===== config.mk =====
export PLATFORM = sky130hd
export DESIGN_NAME = fifo_read_ctrl_flat
export DESIGN_NICKNAME = d
export VERILOG_FILES = /design/src/rtl/fifo_rd_pkg.sv /design/src/rtl/fifo_read_ctrl_if.sv /design/src/rtl/rd_skid_buf.sv /design/src/rtl/fifo_read_ctrl.sv /design/src/flat_wrapper.sv
export SDC_FILE = /design/constraint.sdc
export NUM_CORES = 1
export LEC_CHECK = 0
export ABC_AREA = 1
export BUFFER_PORTS_ARGS = -buffer_cell sky130_fd_sc_hd__buf_2
export CAP_MARGIN = 20
export CORE_MARGIN = 5
export CORE_UTILIZATION = 55
export CTS_BUF_LIST = sky130_fd_sc_hd__clkbuf_2
export DETAILED_ROUTE_END_ITERATION = 6
export HOLD_SLACK_MARGIN = 0.12
export PLACE_DENSITY = 0.82
export SLEW_MARGIN = 15
export SYNTH_ARGS = -nofsm -noshare
export SYNTH_HDL_FRONTEND = slang
export SYNTH_SLANG_ARGS = --single-unit

===== constraint.sdc =====
create_clock -name clk -period 2.77 [get_ports clk]
set_input_delay 0.554 -clock clk [delete_from_list [all_inputs] [get_ports clk]]
set_output_delay 0.554 -clock clk [all_outputs]
set_load 0.02 [all_outputs]

===== src/rtl/fifo_rd_pkg.sv =====
// Shared types and sizing helpers for the FIFO read-side drain controller.
package fifo_rd_pkg;

  typedef enum logic {
    RUN   = 1'b0,
    FLUSH = 1'b1
  } rd_state_t;

  localparam int CNT_W = 16;

  // Occupancy counters must represent 0..depth inclusive.
  function automatic int cnt_width(input int depth);
    return $clog2(depth + 1);
  endfunction

endpackage


===== src/rtl/fifo_read_ctrl_if.sv =====
// FIFO-facing and stream-facing signals of the read controller.
// The master modport is the controller; the slave modport is its environment.
interface fifo_read_ctrl_if #(
  parameter int WIDTH = 16
);

  logic                           fifo_rempty;
  logic                           fifo_rinc;
  logic [WIDTH-1:0]               fifo_rdata;
  logic                           out_valid;
  logic                           out_ready;
  logic [WIDTH-1:0]               out_data;
  logic                           flush;
  logic                           flush_busy;
  logic [fifo_rd_pkg::CNT_W-1:0]  out_cnt;

  modport master (
    input  fifo_rempty, fifo_rdata, out_ready, flush,
    output fifo_rinc, out_valid, out_data, flush_busy, out_cnt
  );

  modport slave (
    output fifo_rempty, fifo_rdata, out_ready, flush,
    input  fifo_rinc, out_valid, out_data, flush_busy, out_cnt
  );

endinterface


===== src/rtl/rd_skid_buf.sv =====
// Circular skid buffer: push at tail, pop at head, synchronous clear.
// The head entry is always presented so the stream sees data with no extra cycle.
module rd_skid_buf
  import fifo_rd_pkg::*;
#(
  parameter int WIDTH = 16,
  parameter int DEPTH = 4
) (
  input  logic                        clk,
  input  logic                        rst,
  input  logic                        clear,
  input  logic                        push,
  input  logic [WIDTH-1:0]            push_data,
  input  logic                        pop,
  output logic [WIDTH-1:0]            head_data,
  output logic [cnt_width(DEPTH)-1:0] count
);

  localparam int IW = (DEPTH > 1) ? $clog2(DEPTH) : 1;

  logic [WIDTH-1:0] mem [DEPTH];
  logic [IW-1:0]    head;
  logic [IW-1:0]    tail;

  // Explicit wrap keeps non-power-of-two depths correct.
  function automatic logic [IW-1:0] wrap_inc(input logic [IW-1:0] p);
    return (p == IW'(DEPTH - 1)) ? '0 : p + 1'b1;
  endfunction

  assign head_data = mem[head];

  always_ff @(posedge clk or posedge rst) begin
    if (rst) begin
      head  <= '0;
      tail  <= '0;
      count <= '0;
      for (int i = 0; i < DEPTH; i++) mem[i] <= '0;
    end else if (clear) begin
      head  <= '0;
      tail  <= '0;
      count <= '0;
    end else begin
      if (push) begin
        mem[tail] <= push_data;
        tail      <= wrap_inc(tail);
      end
      if (pop) head <= wrap_inc(head);
      unique case ({push, pop})
        2'b10:   count <= count + 1'b1;
        2'b01:   count <= count - 1'b1;
        default: count <= count;
      endcase
    end
  end

endmodule


===== src/rtl/fifo_read_ctrl.sv =====
// Read-side drain controller: pops the async FIFO under credit, absorbs its
// read latency through an in-flight pipeline, and re-presents words as a stream.
module fifo_read_ctrl
  import fifo_rd_pkg::*;
#(
  parameter int WIDTH     = 16,
  parameter int RD_LAT    = 2,
  parameter int BUF_DEPTH = 4
) (
  input  logic              clk,
  input  logic              rst,
  fifo_read_ctrl_if.master  bus
);

  localparam int CW = cnt_width(BUF_DEPTH);

  if (RD_LAT < 1 || RD_LAT > 4) begin : g_bad_lat
    $error("fifo_read_ctrl: RD_LAT must be in 1..4");
  end
  if (BUF_DEPTH < RD_LAT + 1) begin : g_bad_depth
    $error("fifo_read_ctrl: BUF_DEPTH must be at least RD_LAT+1");
  end

  rd_state_t         state;
  rd_state_t         state_nxt;
  logic [RD_LAT-1:0] inflight;
  logic [RD_LAT-1:0] inflight_nxt;
  logic [CW-1:0]     count;
  logic [WIDTH-1:0]  head_data;
  logic              rinc;
  logic              hs;
  logic              capture;
  logic              clear;
  int                outstanding;

  // Credit counts buffered plus in-flight words, minus the word leaving this cycle.
  always_comb begin
    outstanding  = int'(count) + $countones(inflight) - (hs ? 1 : 0);
    rinc         = !rst && (state == RUN) && !bus.fifo_rempty && (outstanding < BUF_DEPTH);
    inflight_nxt = (inflight << 1) | RD_LAT'(rinc);
  end

  assign bus.out_valid  = (count != '0) && (state == RUN);
  assign bus.out_data   = head_data;
  assign bus.fifo_rinc  = rinc;
  assign bus.flush_busy = (state == FLUSH);

  assign hs      = bus.out_valid && bus.out_ready;
  assign capture = inflight[RD_LAT-1] && (state == RUN);
  assign clear   = (state == RUN) && bus.flush;

  // Leave FLUSH once the word exiting now is the last one in flight.
  always_comb begin
    state_nxt = state;
    unique case (state)
      RUN:     if (bus.flush) state_nxt = FLUSH;
      FLUSH:   if (inflight_nxt == '0) state_nxt = RUN;
      default: state_nxt = RUN;
    endcase
  end

  always_ff @(posedge clk or posedge rst) begin
    if (rst) begin
      state       <= RUN;
      inflight    <= '0;
      bus.out_cnt <= '0;
    end else begin
      state    <= state_nxt;
      inflight <= inflight_nxt;
      if (hs) bus.out_cnt <= bus.out_cnt + 1'b1;
    end
  end

  rd_skid_buf #(
    .WIDTH (WIDTH),
    .DEPTH (BUF_DEPTH)
  ) u_buf (
    .clk       (clk),
    .rst       (rst),
    .clear     (clear),
    .push      (capture),
    .push_data (bus.fifo_rdata),
    .pop       (hs),
    .head_data (head_data),
    .count     (count)
  );

endmodule

===== src/flat_wrapper.sv =====
// flat-port wrapper written by rule: the top's interface ports become plain ports
module fifo_read_ctrl_flat import fifo_rd_pkg::*;
#(
  parameter int WIDTH     = 16,
  parameter int RD_LAT    = 2,
  parameter int BUF_DEPTH = 4
)
  (clk, rst, bus_fifo_rempty, bus_fifo_rdata, bus_out_ready, bus_flush, bus_fifo_rinc, bus_out_valid, bus_out_data, bus_flush_busy, bus_out_cnt);
  fifo_read_ctrl_if #(.WIDTH(WIDTH)) bus_i ();
  input  logic clk;
  input  logic rst;
  input wire logic [$bits(bus_i.fifo_rempty)-1:0] bus_fifo_rempty;
  input wire logic [$bits(bus_i.fifo_rdata)-1:0] bus_fifo_rdata;
  input wire logic [$bits(bus_i.out_ready)-1:0] bus_out_ready;
  input wire logic [$bits(bus_i.flush)-1:0] bus_flush;
  output wire logic [$bits(bus_i.fifo_rinc)-1:0] bus_fifo_rinc;
  output wire logic [$bits(bus_i.out_valid)-1:0] bus_out_valid;
  output wire logic [$bits(bus_i.out_data)-1:0] bus_out_data;
  output wire logic [$bits(bus_i.flush_busy)-1:0] bus_flush_busy;
  output wire logic [$bits(bus_i.out_cnt)-1:0] bus_out_cnt;
  assign bus_i.fifo_rempty = bus_fifo_rempty;
  assign bus_i.fifo_rdata = bus_fifo_rdata;
  assign bus_i.out_ready = bus_out_ready;
  assign bus_i.flush = bus_flush;
  assign bus_fifo_rinc = bus_i.fifo_rinc;
  assign bus_out_valid = bus_i.out_valid;
  assign bus_out_data = bus_i.out_data;
  assign bus_flush_busy = bus_i.flush_busy;
  assign bus_out_cnt = bus_i.out_cnt;
  fifo_read_ctrl #(.WIDTH(WIDTH), .RD_LAT(RD_LAT), .BUF_DEPTH(BUF_DEPTH)) u_core (.clk(clk), .rst(rst), .bus(bus_i));
endmodule

==> impl_metrics.toml <==
[sta]
post-route-min-period_ns = 3.21
rsz0062_at_grt = "true"
fin_setup_tns_ns = -0.437
finalSetupViolations = 1
fmax_mhz = 312
finClkSkew_ns = 0.0302
slew_headroom_pct = 66.3
worst_pin_slew_ns = 0.505
fin_crit_sh_pct = 116
hold_violations = 0
maxSlewViolCount = 0
layout_setup_ws_ns = -0.437
hold_ws_ns = 0.294

[critical_path]
end_kind = "primary output"
cp_data_required_time_ns = 2.22
start_kind = "flop"
cp_max_fo = 2
worstSetupPathType = "flop to primary output"
cp_data_arrival_time_ns = 2.65

[floorplanning]
start_util_pct = 56.9
ios = 56
dieHeight_um = 102
die_area_um2 = 10500
core-area_um2 = 8260
dieWidth_um = 102
rows = 33

[routing]
drtIter0Drc = 198
routed_wl_um = 10500
firstDrtPassIters = 5
num_vias = 3809
wl_per_cell_um = 14.9
drc = 0
ant_nets = 0
via_per_inst = 5.42

[cts]
clock_sinks = 90
cts-buffers-inserted = 9
cts_tree = "done"
clock_path_buffers = 2
cts_root_buf = "clkbuf_2"
path_clk_slew_ns = 0.27
ctsHtreeMaxLevel = 3
clock_latency_ns = 0.54

[cells_and_area]
diodes = 0
syn_to_final_growth_pct = 12.4
drive_gt1_share_pct = 29.1
finalNetCount = 629

[power_and_ir_drop]
power_frac_seq_pct = 36.7
p_leak_nw = 2.62
p_per_area_nw_per_um2 = 941
peakVddDrop_mv = 0.384
p_clk_share_pct = 13.9
p_sw_mw = 2.26
p_sw_share_pct = 45.4
internal_power_mw = 2.72
pwr-share-comb_pct = 49.4

[grt]
grt_first_pass_wirelength_um = 17600
antenna_found_initial = 0
grt_overflow_total = 0
grt_max_degree = 91
grt_use_total_pct = 21.3
grt_pass1_vias = 3815

[logic_synthesis]
synth_seq_cells = 90
syn-num-nets = 568
yosys_warnings = 0
synth_cells = 532
synth_seq_area_share_pct = 47.9
ys_types = 30
synth.avg_cell_area_um2 = 8.84
synthesis.area_um2 = 4700

[min_path]
min_path_type = "primary input to flop"

[placed_design]
port_buffers = 55
place_congestion = 0.835
hpwl_um = 6410

[run_status]
status = "complete, but fails checks"
violations = "negative setup slack"

[job]
cap_violations = 0
==> cells in the final DEF, fill, tap and decap left out, drive strengths merged, types with 3 or more instances in the layout <==
master and count:
dfrtp 90, a21oi 7, inv 54, o21ai 112, o22ai 16, ha 14
nand4 5, nand3 13, nand2 128, xor2 6, buf 72, clkbuf 9
clkinvlp 3, nor2 60
==> routing by layer <==
layer / vias to the layer above / global-route usage, % / wire, um / share of wire [%]
met4: 0 / 9.18 / 251 / 2.4
met2: 105 / 34.9 / 5170 / 49
met5: - / 0 / 0 / 0
li1: 1866 / - / - / -
met3: 28 / 2.87 / 439 / 4.2
met1: 1810 / 28.4 / 4600 / 44
==> worst max-delay path: stages (launching register included) <==
cell     delay, ns
dfrtp_1       0.43
ha_2          0.19
inv_2         0.05
ha_4          0.27
inv_4         0.04
ha_4          0.27
nand3_4       0.08
nand2_4       0.07
a21oi_2       0.05
ha_1          0.29
nand3_2       0.06
a21oi_2       0.15
buf_4         0.16
==> layout make-up <==
cell class                      count  area [um2]
Clock buffer                        9        45.0
Clock inverter                      7        77.6
Fill cell                         676        2970
Inverter                           53         213
Multi-Input combinational cell    366        2120
Sequential cell                    90        2250
Tap cell                          105         131
Timing Repair Buffer               73         440
==> power by group through the flow <==
stage | Sequential, mW | Clock (mW) | Combinational [mW]
detailed placement | 1.85 | 0 | 2.18
global route | 1.87 | 0.763 | 2.70
global placement | 1.83 | 0 | 2.09
floorplan | 1.90 | 0 | 1.49
CTS | 1.82 | 0.708 | 2.34
finish | 1.82 | 0.693 | 2.46
==> registers in the layout, summed over array words and instances (netlist names) <==
register,flops
u_core.u_buf.count,3
u_core.bus.flush_busy,1
u_core.inflight,2
u_core.bus.out_cnt,16
u_core.u_buf.mem,64
u_core.u_buf.head,2
u_core.u_buf.tail,2
==> final timing paths <==
| path | start | to | slack [ns] | cells past startpoint |
|---|---|---|---|---|
| worst min-delay path | bus_fifo_rdata[1] | u_core.u_buf.mem[17]$_DFFE_PP0P_ | 0.29 | 3 |
| min in group asynchronous | rst | u_core.bus.out_cnt[1]$_DFFE_PP0P_ | 0.65 | 4 |
| worst max-delay path | u_core.inflight[1]$_DFF_PP0_ | bus_fifo_rinc | -0.44 | 12 |
| worst max register to register | u_core.u_buf.count[1]$_DFFE_PP0P_ | u_core.u_buf.count[2]$_DFFE_PP0P_ | 0.52 | 12 |
| max in group asynchronous | rst | u_core.u_buf.count[0]$_DFFE_PP0P_ | 1.73 | 4 |
| worst min register to register | u_core.u_buf.mem[27]$_DFFE_PP0P_ | u_core.u_buf.mem[27]$_DFFE_PP0P_ | 0.51 | 2 |
==> logic make-up (layout without fill, tap and decap cells) <==
family / after synthesis / after routing / synth area share (%)
and+or+nand+nor: 207 / 207 / 19.8
AOI/OAI and AO/OA: 136 / 136 / 18.1
DFF: 90 / 90 / 47.9
buffers and inverters: 76 / 142 / 8.60
adders and majority gates: 15 / 15 / 4.15
xor gates and xnor gates: 8 / 8 / 1.49
==> cells in the mapped netlist <==
cell | instances | area, um2
a211oi_1 | 1 | 7.51
a21oi_1 | 7 | 35.0
buf_2 | 3 | 15.0
buf_6 | 13 | 146
buf_8 | 1 | 15.0
clkbuf_1 | 5 | 18.8
clkbuf_2 | 1 | 5.00
dfrtp_1 | 90 | 2250
fa_1 | 1 | 20.0
ha_1 | 14 | 175
inv_1 | 49 | 184
inv_2 | 3 | 11.3
inv_6 | 1 | 8.76
nand2_1 | 115 | 432
nand2_2 | 9 | 56.3
nand2_4 | 4 | 45.0
nand3_1 | 10 | 50.1
nand3_2 | 2 | 20.0
nand3_4 | 1 | 17.5
nand4_1 | 5 | 31.3
nor2_1 | 47 | 176
nor2_2 | 10 | 62.6
nor2_4 | 3 | 33.8
nor3_1 | 1 | 5.00
o21ai_0 | 41 | 205
o21ai_1 | 32 | 160
o21ai_2 | 39 | 342
o22ai_1 | 16 | 100
xnor2_1 | 2 | 17.5
xor2_1 | 6 | 52.6
==> stage by stage <==
step	std cells	utilization, %	power, mW	cell area [um2]	setup slack (ns)
3_5_place_dp	676	60.5	4.03	4990	-0.0321
2_1_floorplan	532	-	3.39	4710	-0.0338
6_report	703	64.0	4.97	5280	-0.437
3_3_place_gp	676	60.5	3.93	4990	0.0929
5_1_grt	703	64.0	5.33	5280	-0.579
4_1_cts	700	63.5	4.87	5240	-0.427
==> what timing repair did <==
action | 4_1_cts | 5_1_grt
setup endpoints to repair | 1 | 1
endpoints found under the hold margin | 46 | 0
gates resized for setup | 16 | 4
buffers inserted | 7 | 3
pin swaps | 10 | 7
gates cloned | 0 | 0
hold buffers | 1 | 0
Power figures use the tool's default switching activity.
